[config.mk]
export PLATFORM = sky130hd
export DESIGN_NAME = ex_stage_flat
export DESIGN_NICKNAME = d
export VERILOG_FILES = /design/src/rtl/ex_stage_if.sv /design/src/rtl/ex_stage.sv /design/src/flat_wrapper.sv
export SDC_FILE = /design/constraint.sdc
export NUM_CORES = 1
export LEC_CHECK = 0
export ABC_AREA = 1
export BUFFER_PORTS_ARGS = -buffer_cell sky130_fd_sc_hd__buf_2
export CORE_MARGIN = 3
export CORE_UTILIZATION = 35
export DETAILED_ROUTE_END_ITERATION = 12
export GPL_ROUTABILITY_DRIVEN = 0
export PLACE_DENSITY_LB_ADDON = 0.12
export SLEW_MARGIN = 10
export SYNTH_ARGS = -nofsm -noshare
export SYNTH_HDL_FRONTEND = slang
export SYNTH_SLANG_ARGS = --single-unit
[constraint.sdc]
create_clock -name vclk -period 8.1
set_input_delay 0.81 -clock vclk [all_inputs]
set_output_delay 0.81 -clock vclk [all_outputs]
set_load 0.02 [all_outputs]
[src/rtl/ex_stage_if.sv]
// ID/EX -> EX -> EX/MEM signal bundle for the MIPS execute stage.
// The master is the pipeline side; the slave is ex_stage itself.
interface ex_stage_if;
    logic [1:0]  ALUOp;
    logic [5:0]  funct;
    logic        ALUSrc;
    logic        RegDst;
    logic        RegWrite;
    logic        MemRead;
    logic        MemWrite;
    logic        MemtoReg;
    logic [31:0] rfile_rd1;
    logic [31:0] rfile_rd2;
    logic [31:0] extend_immed;
    logic [4:0]  rs;
    logic [4:0]  rt;
    logic [4:0]  rd;
    logic        exmem_regwrite;
    logic [4:0]  exmem_rd;
    logic [31:0] exmem_result;
    logic        memwb_regwrite;
    logic [4:0]  memwb_rd;
    logic [31:0] memwb_result;

    logic [31:0] alu_result;
    logic [31:0] store_data;
    logic [4:0]  wr_reg;
    logic        zero;
    logic        RegWrite_ex;
    logic        MemRead_ex;
    logic        MemWrite_ex;
    logic        MemtoReg_ex;
    logic        stall;

    modport master (
        output ALUOp, funct, ALUSrc, RegDst, RegWrite, MemRead, MemWrite, MemtoReg,
        output rfile_rd1, rfile_rd2, extend_immed, rs, rt, rd,
        output exmem_regwrite, exmem_rd, exmem_result,
        output memwb_regwrite, memwb_rd, memwb_result,
        input  alu_result, store_data, wr_reg, zero,
        input  RegWrite_ex, MemRead_ex, MemWrite_ex, MemtoReg_ex, stall
    );

    modport slave (
        input  ALUOp, funct, ALUSrc, RegDst, RegWrite, MemRead, MemWrite, MemtoReg,
        input  rfile_rd1, rfile_rd2, extend_immed, rs, rt, rd,
        input  exmem_regwrite, exmem_rd, exmem_result,
        input  memwb_regwrite, memwb_rd, memwb_result,
        output alu_result, store_data, wr_reg, zero,
        output RegWrite_ex, MemRead_ex, MemWrite_ex, MemtoReg_ex, stall
    );
endinterface

[src/rtl/ex_stage.sv]
// MIPS execute stage: forwarding, ALU, destination select and control gating.
// `define EX_MULDIV_EN adds the iterative multu/divu unit with HI/LO and front-end stall.
module ex_stage (
    input logic       clk,
    input logic       rst,
    ex_stage_if.slave bus
);
    localparam logic [5:0] FnAdd   = 6'h20;
    localparam logic [5:0] FnSub   = 6'h22;
    localparam logic [5:0] FnAnd   = 6'h24;
    localparam logic [5:0] FnOr    = 6'h25;
    localparam logic [5:0] FnSlt   = 6'h2A;
`ifdef EX_MULDIV_EN
    localparam logic [5:0] FnMultu = 6'h19;
    localparam logic [5:0] FnDivu  = 6'h1B;
    localparam logic [5:0] FnMfhi  = 6'h10;
    localparam logic [5:0] FnMflo  = 6'h12;
`endif

    logic [31:0] fwd_a;
    logic [31:0] fwd_b;
    logic [31:0] op_b;
    logic [31:0] alu_res;
    logic        stall;

    // EX/MEM wins over MEM/WB; register 0 is never forwarded.
    always_comb begin
        fwd_a = bus.rfile_rd1;
        if (bus.exmem_regwrite && (bus.exmem_rd != 5'd0) && (bus.exmem_rd == bus.rs)) begin
            fwd_a = bus.exmem_result;
        end else if (bus.memwb_regwrite && (bus.memwb_rd != 5'd0) &&
                     (bus.memwb_rd == bus.rs)) begin
            fwd_a = bus.memwb_result;
        end
    end

    always_comb begin
        fwd_b = bus.rfile_rd2;
        if (bus.exmem_regwrite && (bus.exmem_rd != 5'd0) && (bus.exmem_rd == bus.rt)) begin
            fwd_b = bus.exmem_result;
        end else if (bus.memwb_regwrite && (bus.memwb_rd != 5'd0) &&
                     (bus.memwb_rd == bus.rt)) begin
            fwd_b = bus.memwb_result;
        end
    end

    assign op_b = bus.ALUSrc ? bus.extend_immed : fwd_b;

`ifdef EX_MULDIV_EN
    typedef enum logic [1:0] {StIdle, StMul, StDiv, StDone} md_state_e;

    md_state_e   state_q, state_d;
    logic [4:0]  cnt_q, cnt_d;
    logic [63:0] acc_q, acc_d;
    logic [31:0] opnd_q, opnd_d;
    logic [31:0] hi_q, hi_d;
    logic [31:0] lo_q, lo_d;
    logic        is_multu;
    logic        is_divu;
    logic [32:0] mul_sum;
    logic [32:0] div_top;
    logic [32:0] div_diff;

    assign is_multu = (bus.ALUOp == 2'b10) && (bus.funct == FnMultu);
    assign is_divu  = (bus.ALUOp == 2'b10) && (bus.funct == FnDivu);

    // acc holds {upper, lower}: product accumulator for multu, {remainder, quotient} for divu.
    assign mul_sum  = {1'b0, acc_q[63:32]} + {1'b0, opnd_q};
    assign div_top  = acc_q[63:31];
    assign div_diff = div_top - {1'b0, opnd_q};

    always_comb begin
        state_d = state_q;
        cnt_d   = cnt_q;
        acc_d   = acc_q;
        opnd_d  = opnd_q;
        hi_d    = hi_q;
        lo_d    = lo_q;
        unique case (state_q)
            StIdle: begin
                if (is_multu) begin
                    state_d = StMul;
                    cnt_d   = 5'd31;
                    opnd_d  = fwd_a;
                    acc_d   = {32'd0, fwd_b};
                end else if (is_divu) begin
                    state_d = StDiv;
                    cnt_d   = 5'd31;
                    opnd_d  = fwd_b;
                    acc_d   = {32'd0, fwd_a};
                end
            end
            StMul, StDiv: begin
                if (state_q == StMul) begin
                    acc_d = acc_q[0] ? {mul_sum, acc_q[31:1]} : {1'b0, acc_q[63:1]};
                end else if (div_top >= {1'b0, opnd_q}) begin
                    acc_d = {div_diff[31:0], acc_q[30:0], 1'b1};
                end else begin
                    acc_d = {div_top[31:0], acc_q[30:0], 1'b0};
                end
                if (cnt_q == 5'd0) begin
                    state_d = StDone;
                end else begin
                    cnt_d = cnt_q - 5'd1;
                end
            end
            StDone: begin
                hi_d    = acc_q[63:32];
                lo_d    = acc_q[31:0];
                state_d = StIdle;
            end
            default: state_d = StIdle;
        endcase
    end

    always_ff @(posedge clk) begin
        if (!rst) begin
            state_q <= StIdle;
            cnt_q   <= 5'd0;
            acc_q   <= 64'd0;
            opnd_q  <= 32'd0;
            hi_q    <= 32'd0;
            lo_q    <= 32'd0;
        end else begin
            state_q <= state_d;
            cnt_q   <= cnt_d;
            acc_q   <= acc_d;
            opnd_q  <= opnd_d;
            hi_q    <= hi_d;
            lo_q    <= lo_d;
        end
    end

    assign stall = rst & (((state_q == StIdle) & (is_multu | is_divu)) |
                          (state_q == StMul) | (state_q == StDiv));
`else
    logic unused_clk;
    assign unused_clk = clk;
    assign stall      = 1'b0;
`endif

    always_comb begin
        alu_res = 32'd0;
        unique case (bus.ALUOp)
            2'b01: alu_res = fwd_a - op_b;
            2'b10: begin
                case (bus.funct)
                    FnAdd:   alu_res = fwd_a + op_b;
                    FnSub:   alu_res = fwd_a - op_b;
                    FnAnd:   alu_res = fwd_a & op_b;
                    FnOr:    alu_res = fwd_a | op_b;
                    FnSlt:   alu_res = {31'd0, $signed(fwd_a) < $signed(op_b)};
`ifdef EX_MULDIV_EN
                    FnMfhi:  alu_res = hi_q;
                    FnMflo:  alu_res = lo_q;
`endif
                    default: alu_res = 32'd0;
                endcase
            end
            default: alu_res = fwd_a + op_b;
        endcase
    end

    assign bus.alu_result = alu_res;
    assign bus.zero       = (alu_res == 32'd0);
    assign bus.store_data = fwd_b;
    assign bus.wr_reg     = bus.RegDst ? bus.rd : bus.rt;
    assign bus.stall      = stall;

    // Controls are killed while in reset or while the front end is held.
`ifdef EX_MULDIV_EN
    assign bus.RegWrite_ex = rst & ~stall & bus.RegWrite & ~(is_multu | is_divu);
`else
    assign bus.RegWrite_ex = rst & ~stall & bus.RegWrite;
`endif
    assign bus.MemRead_ex  = rst & ~stall & bus.MemRead;
    assign bus.MemWrite_ex = rst & ~stall & bus.MemWrite;
    assign bus.MemtoReg_ex = rst & ~stall & bus.MemtoReg;
endmodule

[src/flat_wrapper.sv]
// flat-port wrapper written by rule: the top's interface ports become plain ports
module ex_stage_flat 
  (clk, rst, bus_ALUOp, bus_funct, bus_ALUSrc, bus_RegDst, bus_RegWrite, bus_MemRead, bus_MemWrite, bus_MemtoReg, bus_rfile_rd1, bus_rfile_rd2, bus_extend_immed, bus_rs, bus_rt, bus_rd, bus_exmem_regwrite, bus_exmem_rd, bus_exmem_result, bus_memwb_regwrite, bus_memwb_rd, bus_memwb_result, bus_alu_result, bus_store_data, bus_wr_reg, bus_zero, bus_RegWrite_ex, bus_MemRead_ex, bus_MemWrite_ex, bus_MemtoReg_ex, bus_stall);
  ex_stage_if bus_i ();
  input logic clk;
  input logic rst;
  input wire logic [$bits(bus_i.ALUOp)-1:0] bus_ALUOp;
  input wire logic [$bits(bus_i.funct)-1:0] bus_funct;
  input wire logic [$bits(bus_i.ALUSrc)-1:0] bus_ALUSrc;
  input wire logic [$bits(bus_i.RegDst)-1:0] bus_RegDst;
  input wire logic [$bits(bus_i.RegWrite)-1:0] bus_RegWrite;
  input wire logic [$bits(bus_i.MemRead)-1:0] bus_MemRead;
  input wire logic [$bits(bus_i.MemWrite)-1:0] bus_MemWrite;
  input wire logic [$bits(bus_i.MemtoReg)-1:0] bus_MemtoReg;
  input wire logic [$bits(bus_i.rfile_rd1)-1:0] bus_rfile_rd1;
  input wire logic [$bits(bus_i.rfile_rd2)-1:0] bus_rfile_rd2;
  input wire logic [$bits(bus_i.extend_immed)-1:0] bus_extend_immed;
  input wire logic [$bits(bus_i.rs)-1:0] bus_rs;
  input wire logic [$bits(bus_i.rt)-1:0] bus_rt;
  input wire logic [$bits(bus_i.rd)-1:0] bus_rd;
  input wire logic [$bits(bus_i.exmem_regwrite)-1:0] bus_exmem_regwrite;
  input wire logic [$bits(bus_i.exmem_rd)-1:0] bus_exmem_rd;
  input wire logic [$bits(bus_i.exmem_result)-1:0] bus_exmem_result;
  input wire logic [$bits(bus_i.memwb_regwrite)-1:0] bus_memwb_regwrite;
  input wire logic [$bits(bus_i.memwb_rd)-1:0] bus_memwb_rd;
  input wire logic [$bits(bus_i.memwb_result)-1:0] bus_memwb_result;
  output wire logic [$bits(bus_i.alu_result)-1:0] bus_alu_result;
  output wire logic [$bits(bus_i.store_data)-1:0] bus_store_data;
  output wire logic [$bits(bus_i.wr_reg)-1:0] bus_wr_reg;
  output wire logic [$bits(bus_i.zero)-1:0] bus_zero;
  output wire logic [$bits(bus_i.RegWrite_ex)-1:0] bus_RegWrite_ex;
  output wire logic [$bits(bus_i.MemRead_ex)-1:0] bus_MemRead_ex;
  output wire logic [$bits(bus_i.MemWrite_ex)-1:0] bus_MemWrite_ex;
  output wire logic [$bits(bus_i.MemtoReg_ex)-1:0] bus_MemtoReg_ex;
  output wire logic [$bits(bus_i.stall)-1:0] bus_stall;
  assign bus_i.ALUOp = bus_ALUOp;
  assign bus_i.funct = bus_funct;
  assign bus_i.ALUSrc = bus_ALUSrc;
  assign bus_i.RegDst = bus_RegDst;
  assign bus_i.RegWrite = bus_RegWrite;
  assign bus_i.MemRead = bus_MemRead;
  assign bus_i.MemWrite = bus_MemWrite;
  assign bus_i.MemtoReg = bus_MemtoReg;
  assign bus_i.rfile_rd1 = bus_rfile_rd1;
  assign bus_i.rfile_rd2 = bus_rfile_rd2;
  assign bus_i.extend_immed = bus_extend_immed;
  assign bus_i.rs = bus_rs;
  assign bus_i.rt = bus_rt;
  assign bus_i.rd = bus_rd;
  assign bus_i.exmem_regwrite = bus_exmem_regwrite;
  assign bus_i.exmem_rd = bus_exmem_rd;
  assign bus_i.exmem_result = bus_exmem_result;
  assign bus_i.memwb_regwrite = bus_memwb_regwrite;
  assign bus_i.memwb_rd = bus_memwb_rd;
  assign bus_i.memwb_result = bus_memwb_result;
  assign bus_alu_result = bus_i.alu_result;
  assign bus_store_data = bus_i.store_data;
  assign bus_wr_reg = bus_i.wr_reg;
  assign bus_zero = bus_i.zero;
  assign bus_RegWrite_ex = bus_i.RegWrite_ex;
  assign bus_MemRead_ex = bus_i.MemRead_ex;
  assign bus_MemWrite_ex = bus_i.MemWrite_ex;
  assign bus_MemtoReg_ex = bus_i.MemtoReg_ex;
  assign bus_stall = bus_i.stall;
  ex_stage u_core (.clk(clk), .rst(rst), .bus(bus_i));
endmodule
==> metrics, run 1 <==
hold endpoint bus_RegWrite_ex; DR DRC count 0; post-CTS setup buffer count 0; # Max-Cap Violations 0; layout cell share with drive strength beyond 1 17.70%; sequential area share after synthesis 0%; Hold WC Path Type input pin to output port; Final Instance Area 10610 um^2; die area 27790 um^2; Layout Utilization 42.01%; status complete, no violations; initial antenna violation count 4; hold path startpoint bus_RegWrite; top cell type by total area after synthesis nand2_1; M3 GR Usage 3.703%; setup_tns 0 ps; Hold Path Stages 4; Placed Area 10610 um^2; vias in the first global route 11070; syn_area_per_cell 4.857 um^2; RSZ-0062 raised after global routing no; DRT Pass-1 Iters 6; vias per cell 4.998; initial core utilization 35.79%; number of clock buffers in the layout 0; Post-layout nets 2390; Worst setup EP type output port; Power Total 0.001004 W; I/O pin cnt 278; post-cts sizing count 0; maximum VDD drop 37.46 uV; Synth top area share 27.99%; Final Hold Viols 0; PortBufs 276; total congestion overflow 0; Initial DRC Count 918; Global Route met2 Usage 41.32%; FILL cells 3023; gr usage total 26.25%; Max FO, Critical Path 44; Die W 166.7 um; Routed WL per cell 16.08 um; Netlist cell types 41; Startpoint Class input pin; Syn Inst Count 1861; syn_nets 2164; final setup vio count 0; num rows 58; Area growth syn-to-layout 17.39%; FFs & Latches 0; Mapped Area 9039 um^2; core area 25250 um^2; met1 Resource Use GR 38.12%; relative slew slack 25.45%; Routed Antenna Nets 0; sequential cell area 0 um^2; fin crit period 6583 ps; period utilisation layout 81.27%; actual slew at the worst max-slew pin 1107 ps; yosys warns 0; worst hold margin 1917 ps; GR peak layer met2; WS Path Type input pin to output port; Final Max Slew Viols 0; Fmax 0.1519 GHz; WP data required 7290 ps; antenna cells 0; global-route wire length before repair 59.73 mm; synth top area cells nand2_1 28%, inv_1 14%, ha_1 14%; largest net degree at the start of global routing 45; Routed WL 38.84 mm; Worst Path Arrival 5770 ps; Leakage Power 6.593 nW; DP HPWL 33.85 mm; CTS Hold Buffers Added 0; vias after detailed routing 12070; PD cells 94.67 nW/um^2; die height 166.7 um
Yosys cell counts, drive strengths merged, types with 2 or more instances:
cell type  count
a21oi         72
a31oi         34
and2           6
and3           2
buf           42
clkbuf        20
fa             2
ha            98
inv          356
mux2           5
nand2        680
nand3        140
nand3b         3
nand4         18
nor2         169
nor3          17
nor4           4
o21a           3
o21ai        107
o21bai         7
o22ai         22
o41ai          2
or2           14
xnor2          5
xor2          29
routing by layer:
metal	part of all wire, %	wire (um)
met5	0.072	28
met4	2.7	1060
met3	9.8	3818
met2	42	16400
met1	45	17540
placed cells by master (no fill, tap or decap), types with 7 or more instances in the layout:
cell type / netlist / routed
a21oi_1: 67 / 67
nor2_1: 151 / 151
or2_2: 12 / 12
nand2_1: 674 / 674
a31oi_1: 34 / 34
o21bai_1: 7 / 7
inv_1: 329 / 329
nor2_2: 14 / 14
o21ai_0: 80 / 80
o21ai_1: 27 / 27
inv_2: 26 / 26
o22ai_1: 22 / 22
nand4_1: 18 / 18
nor3_1: 14 / 14
xor2_1: 29 / 29
ha_1: 98 / 98
buf_4: 9 / 10
buf_2: 29 / 276
nand3_1: 137 / 136
layout make-up:
cell class | count | area (um^2) | share of cell area [%]
Multi-Input combinational cell | 1442 | 7398 | 69.73
Timing Repair Buffer | 286 | 1456 | 13.73
Inverter | 357 | 1343 | 12.65
Tap cell | 330 | 412.9 | 3.892
worst max path at each step:
| stage | from | end | slack (ps) |
|---|---|---|---|
| finish | bus_exmem_rd[0] | bus_zero | 1520 |
| global route | bus_exmem_rd[0] | bus_zero | 1040 |
| CTS | bus_rt[1] | bus_zero | 1550 |
| detailed placement | bus_rt[1] | bus_zero | 1560 |
| global placement | bus_rt[1] | bus_zero | 1590 |
| floorplan | bus_memwb_rd[0] | bus_zero | 2670 |
per-stage QoR:
stage | instances | setup slack [ps]
2_1_floorplan | 1861 | 2667
3_3_place_gp | 2415 | 1592
3_5_place_dp | 2415 | 1563
4_1_cts | 2415 | 1550
5_1_grt | 2415 | 1036
6_report | 2415 | 1517
kinds of logic (layout without fill, tap and decap cells):
kind of cell	count (synthesis)	in the layout	share of synthesized area [%]
other cells	1	1	0.04149
xor+xnor	34	34	3.295
compound gates	249	249	15.37
fa+ha+maj	100	100	14.01
simple gates	1053	1053	48.46
buf+inv	419	643	18.20
mux	5	5	0.6229
power by group:
part,internal [W],switching (W)
clock network,0,0
logic,0.000317,0.000687
registers,0,0
total,0.000317,0.000687
critical path, cell delays in order:
cell and delay, ps:
buf_2 120, or2_2 300, o41ai_2 260, nor4_1 110
nand3_2 320, buf_4 470, nor2_1 70, a31oi_1 220
nand2_1 70, o21ai_1 150, inv_1 100, ha_1 440
o21ai_0 410, inv_1 70, o21ai_0 130, inv_1 70
nand2_1 90, nand2_1 90, nand3_1 130, nand2_1 60
nand2_1 60, nor2_1 30, a21oi_1 280, nand2_1 90
nor2_1 320, nand4_1 170, nor2_1 120, buf_2 170
No activity file was read; power rests on OpenSTA's default activity.
==> inputs of run 2 (changes only) <==
--- a/config.mk
+++ b/config.mk
@@ -5,7 +5,7 @@
 export SDC_FILE = /design/constraint.sdc
 export NUM_CORES = 1
 export LEC_CHECK = 0
-export ABC_AREA = 1
+export ABC_AREA = 0
 export BUFFER_PORTS_ARGS = -buffer_cell sky130_fd_sc_hd__buf_2
 export CORE_MARGIN = 3
 export CORE_UTILIZATION = 35
==> constraint.sdc (replaced) <==
create_clock -name vclk -period 5.34
set_input_delay 0.534 -clock vclk [all_inputs]
set_output_delay 0.534 -clock vclk [all_outputs]
set_load 0.02 [all_outputs]
==> run 2 against run 1 <==
The flow now finishes with violations (negative setup slack); critical path depth shrank 5; largest power group unchanged; synthesized area shrank 15%; count of clock-buffer cells in the layout is the same; highest routed layer is now met4; final cell count shrank 18%; largest cell class unchanged.
==> metrics, run 2 <==
commonest non-fill, non-tap cell in the layout buf_4; total congestion overflow 0 (unchanged); I/O pin cnt 278 (unchanged); Syn Inst Count 1113 (-40%); vias after detailed routing 10660 (-12%); vias per cell 5.380 (+7.6%); Netlist cell types 105 (+160%); num rows 53 (-8.6%); Crit path top cell by count buf_4; WP data required 4810 ps (-2480 ps); CP max-delay cell or4_4; die height 154.5 um (-7.3%); vias in the first global route 10240 (-7.5%); Startpoint Class input pin; leading cell types in the layout, fill and taps excluded 379 x buf_4, 264 x buf_2, 128 x nand2_1, 94 x inv_1, 78 x ha_1; WS Path Type input pin to output port; Leakage Power 6.173 nW (-6.4%); worst hold margin 1388 ps (-529.1 ps); Flop pwr share 0% (unchanged); Max FO, Critical Path 5 (-89%); Layout Utilization 61.39% (+19 points); global-route wire length before repair 54.45 mm (-8.8%); sequential area share after synthesis 0% (unchanged); syn_nets 1416 (-35%); cell breakdown of the critical path buf_2 -> or4_4 -> o21ai_4 -> nor4_4 -> buf_4 -> buf_12 -> buf_4 -> mux2i_1 -> o21ai_1 -> mux2_4 -> ha_4 -> inv_2 -> a21oi_1 -> a21boi_2 -> or4b_1 -> a31oi_1 -> o21bai_1 -> a221oi_1 -> o22ai_2 -> nor4_2 -> nand4_1 -> nor3_4 -> buf_6; CP Launch Point bus_memwb_rd[4]; setup_tns -2035 ps (-2035 ps); Worst Path Arrival 5340 ps (-430 ps); status finished, violations left; PD cells 161.8 nW/um^2 (+71%); syn_area_per_cell 6.938 um^2 (+43%); DP Worst Slack -811.7 ps (-2374 ps); Final Max Slew Viols 0 (unchanged); Post-layout nets 2012 (-16%); largest net degree at the start of global routing 45 (unchanged); number of clock buffers in the layout 0 (unchanged); top cells by count, synth 129 x nand2_1, 117 x o21ai_0, 100 x inv_1, 98 x ha_1, 91 x mux2i_1; initial antenna violation count 0 (-4); clock share of power 0% (unchanged); Routed WL 35.83 mm (-7.8%); Area growth syn-to-layout 69.73%; initial core utilization 36.17% (+0.37 points); RSZ-0062 raised after global routing yes; actual slew at the worst max-slew pin 691.2 ps (-415.3 ps); Mapped Area 7722 um^2 (-15%); Routed Antenna Nets 0 (unchanged); area occupied by multi-input gates 7928 um^2 (+7.2%); FFs & Latches 0 (unchanged); period utilisation layout 109.9%; antenna cells 0 (unchanged); yosys warns 0 (unchanged); DR DRC count 0 (unchanged); hold path startpoint bus_RegWrite; sequential cell area 0 um^2 (unchanged); maximum VDD drop 64.41 uV (+72%); DRT Pass-1 Iters 5 (-1); die area 23880 um^2 (-14%); Worst setup EP type output port; Hold Path Stages 3 (-1); Internal 0.001019 W (+220%); violated checks negative setup slack; most common cell in the netlist nand2_1; core area 21350 um^2 (-15%); fin crit period 5870 ps; PortBufs 276 (unchanged); FILL cells 1988 (-34%); Die W 154.5 um (-7.3%); top cell type by total area after synthesis ha_1; Fmax 0.1704 GHz; Synth top area share 15.88% (-12 points); # Max-Cap Violations 0 (unchanged); Final Hold Viols 0 (unchanged); Routed WL per cell 18.08 um (+12%); layout cell share with drive strength beyond 1 51.38% (+34 points); DP HPWL 29.94 mm (-12%); fin worst setup slack -529.7 ps (-2047 ps); final setup vio count 11 (+11); switching power 0.001101 W (+60%); Hold WC Path Type input pin to output port; switch share 51.93% (-17 points); synth top area cells ha_1 16%, mux2i_1 12%, o21ai_0 7.6%; Comb pwr share 100.0% (about the same); Initial DRC Count 669 (-27%); gr usage total 27.64% (+1.4 points); slowest stage delay, CP 530 ps (+60 ps); relative slew slack 53.64% (+28 points); Power Total 0.002121 W (+110%)
-- run 2: worst max-delay path: cells and delay by family --
family	cells	cell delay (ps)
AND/OR/NAND/NOR	6	1760
AO/OA/AOI/OAI	8	1460
adder cells (fa/ha/maj)	1	300
buffers and inverters	6	760
multiplexers	2	490
-- run 2: repair_timing --
action                     in CTS  in global routing
pin swaps                      41                 23
hold buffers                    0                  0
setup endpoints to repair      13                 20
resized for setup              97                 91
buffers inserted               25                 12
cloned                          1                  0
-- run 2: worst paths after layout --
path,endpoint
max,bus_zero
min,bus_RegWrite_ex
-- run 2: final cells by class --
| cell class | instances | area share, % |
|---|---|---|
| multi-input cells | 943 | 60.48 |
| repair buffers | 661 | 33.93 |
| inverters | 103 | 2.969 |
| well taps | 275 | 2.625 |
-- run 2: per-stage QoR --
step | instances | area (um^2)
finish | 1982 | 13110
global route | 1982 | 13110
detailed placement | 1948 | 11970
global placement | 1948 | 11970
CTS | 1974 | 12620
floorplan | 1113 | 7960
-- run 2: layer usage --
layer	up-vias	track usage, %	part of all wire, %
li1	5260	-	-
met1	4878	40.60	46
met2	482	44.11	45
met3	44	3.274	7.6
met4	0	4.205	1.6
met5	-	0	0
-- run 2: cells by family after synthesis --
group | synth area share [%]
xor gates and xnor gates | 3.629
and+or+nand+nor | 21.92
AOI/OAI and AO/OA | 33.54
adders and majority gates | 16.40
other | 0.04856
muxes | 14.13
buffers and inverters | 10.34
-- run 2: power groups by stage --
stage | Sequential, W | Clock (W) | Combinational, W
floorplan | 0 | 0 | 0.000995
global placement | 0 | 0 | 0.00184
detailed placement | 0 | 0 | 0.00185
CTS | 0 | 0 | 0.00198
global route | 0 | 0 | 0.00227
finish | 0 | 0 | 0.00212
==> inputs of run 3 (changes only) <==
--- a/config.mk
+++ b/config.mk
@@ -7,6 +7,7 @@
 export LEC_CHECK = 0
 export ABC_AREA = 0
 export BUFFER_PORTS_ARGS = -buffer_cell sky130_fd_sc_hd__buf_2
+export CORE_ASPECT_RATIO = 1.1
 export CORE_MARGIN = 3
 export CORE_UTILIZATION = 35
 export DETAILED_ROUTE_END_ITERATION = 12
==> run 3 against run 2 <==
The run still ends with negative setup slack left; via count rose by 1.0%; largest power group unchanged; die area barely moved; highest routed layer unchanged; routed wire length rose by 2.9%; non-clock buffer count rose by 2.
==> metrics, run 3 (same netlist as run 2, synthesis figures left out) <==
sequential cell area 0 um^2 (unchanged); placed cells 1954 (+0.31%); I/O pin cnt 278 (unchanged); actual slew at the worst max-slew pin 672.0 ps (-19.23 ps); Hold WC Path Type input pin to output port; Worst Path Arrival 5300 ps (-40 ps); Stages on worst setup path 21 (-8.7%); PortBufs 276 (unchanged); clock share of power 0% (unchanged); number of clock buffers in the layout 0 (unchanged); fin worst setup slack -498.5 ps (+31.16 ps); Worst setup EP type output port; non-filler cells, final 1999 (+0.86%); FILL cells 2017 (+1.5%); Comb pwr share 100.0% (about the same); initial core utilization 35.90% (-0.27 points); status finished, violations left; maximum VDD drop 68.71 uV (+6.7%); switch share 52.07% (+0.15 points); violated checks negative setup slack; Final Max Slew Viols 0 (unchanged); switching power 0.001119 W (+1.6%); # Max-Cap Violations 0 (unchanged); DRT Pass-1 Iters 5 (unchanged); Routed Antenna Nets 0 (unchanged); Placed Area 11940 um^2 (-0.23%); WP data required 4810 ps (about the same); DR DRC count 0 (unchanged); worst hold margin 1393 ps (+5.460 ps); Leakage Power 6.201 nW (+0.46%); cell breakdown of the critical path buf_6 -> or4_4 -> o21ai_4 -> nor4_4 -> buf_6 -> mux2i_1 -> o21ai_1 -> mux2_2 -> ha_2 -> nor2b_1 -> a211oi_1 -> o21ai_1 -> a22o_2 -> a2111o_1 -> o21ai_1 -> o2111ai_2 -> nor4_4 -> and4bb_1 -> nand4_1 -> nor3_4 -> buf_6; period utilisation layout 109.3% (-0.58 points); setup_tns -1510 ps (+525.6 ps); critical path's top delay family compound AO/OA/AOI/OAI gates; num rows 56 (+5.7%); vias after detailed routing 10770 (+1.0%); Final Instance Area 13200 um^2 (+0.70%); DP HPWL 30.95 mm (+3.4%); die area 23880 um^2 (about the same); relative slew slack 54.73% (+1.1 points); PD cells 162.8 nW/um^2 (+0.63%); final setup vio count 6 (-5); Buf/Inv on CP 3 (-3); Hold Path Stages 3 (unchanged); Startpoint Class input pin; Power Total 0.002149 W (+1.3%); initial antenna violation count 0 (unchanged); Flop pwr share 0% (unchanged); Routed WL 36.88 mm (+2.9%); Die W 147.6 um (-4.5%); antenna cells 0 (unchanged); commonest non-fill, non-tap cell in the layout buf_4; Initial DRC Count 842 (+26%); Max FO, Critical Path 7 (+2); Fmax 0.1713 GHz (+0.53%); total congestion overflow 0 (unchanged); die height 161.8 um (+4.7%); Routed WL per cell 18.45 um (+2.1%); global-route wire length before repair 55.20 mm (+1.4%); FFs & Latches 0 (unchanged); vias in the first global route 10260 (+0.16%); Final Hold Viols 0 (unchanged); Area growth syn-to-layout 70.92%; layout cell share with drive strength beyond 1 51.49% (+0.12 points); Post-layout nets 2014 (+0.099%); Internal 0.001030 W (+1.0%); core area 21510 um^2 (+0.74%); CP max-delay cell or4_4; gr usage total 28.30% (+0.67 points); vias per cell 5.389 (+0.16%); leading cell types in the layout, fill and taps excluded 370 x buf_4, 265 x buf_2, 127 x nand2_1, 96 x inv_1, 78 x ha_1; fin crit period 5839 ps (-31.16 ps); slowest stage delay, CP 530 ps (about the same); RSZ-0062 raised after global routing yes; WS Path Type input pin to output port; largest net degree at the start of global routing 45 (unchanged)
[run 3: cell count changes in the layout (fill, tap and decap cells not counted), sizes merged]
| cell | previous run | this run |
|---|---|---|
| bufbuf | 1 | 0 |
| buf | 660 | 663 |
[run 3: area by class of cell]
| type | count | area [um^2] | area share, % |
|---|---|---|---|
| repair buffers | 663 | 4463 | 33.81 |
| inverters | 103 | 389.1 | 2.948 |
| multi-input cells | 943 | 7984 | 60.49 |
| well taps | 290 | 362.8 | 2.749 |
[run 3: tightest hold or removal path: stages]
cell,delay [ps]
buf_2,70
and2_1,100
buf_2,150
[run 3: path summary, 6_finish.rpt]
| path | from | end | slack, ps |
|---|---|---|---|
| worst max-delay path | bus_memwb_rd[1] | bus_zero | -500 |
| worst min-delay path | bus_MemtoReg | bus_MemtoReg_ex | 1390 |
[run 3: through the flow]
| stage | worst slack [ps] | utilization, % |
|---|---|---|
| final | -498.5 | 61.36 |
| after floorplan | -121.0 | - |
| after detailed placement | -866.7 | 55.53 |
| after CTS | -465.4 | 57.57 |
| after global routing | -668.2 | 61.36 |
| after global placement | -825.4 | 55.53 |
[run 3: timing repair]
action	CTS	global route
hold buffers	0	0
endpoints found under the setup margin	13	16
pin swaps	33	56
setup buffers	22	30
gates resized for setup	68	129
[run 3: routing by layer]
layer / vias up / track usage, % / routed length, um
met5: - / 0 / 0
met4: 0 / 6.737 / 983
met3: 69 / 5.134 / 3162
met2: 484 / 46.36 / 16980
met1: 4976 / 38.61 / 15750
li1: 5244 / - / -
[run 3: power groups by stage]
stage / logic [W] / registers, W / clock network (W)
after CTS: 0.00195 / 0 / 0
after floorplan: 0.000995 / 0 / 0
after global routing: 0.00230 / 0 / 0
final: 0.00215 / 0 / 0
after detailed placement: 0.00185 / 0 / 0
after global placement: 0.00184 / 0 / 0
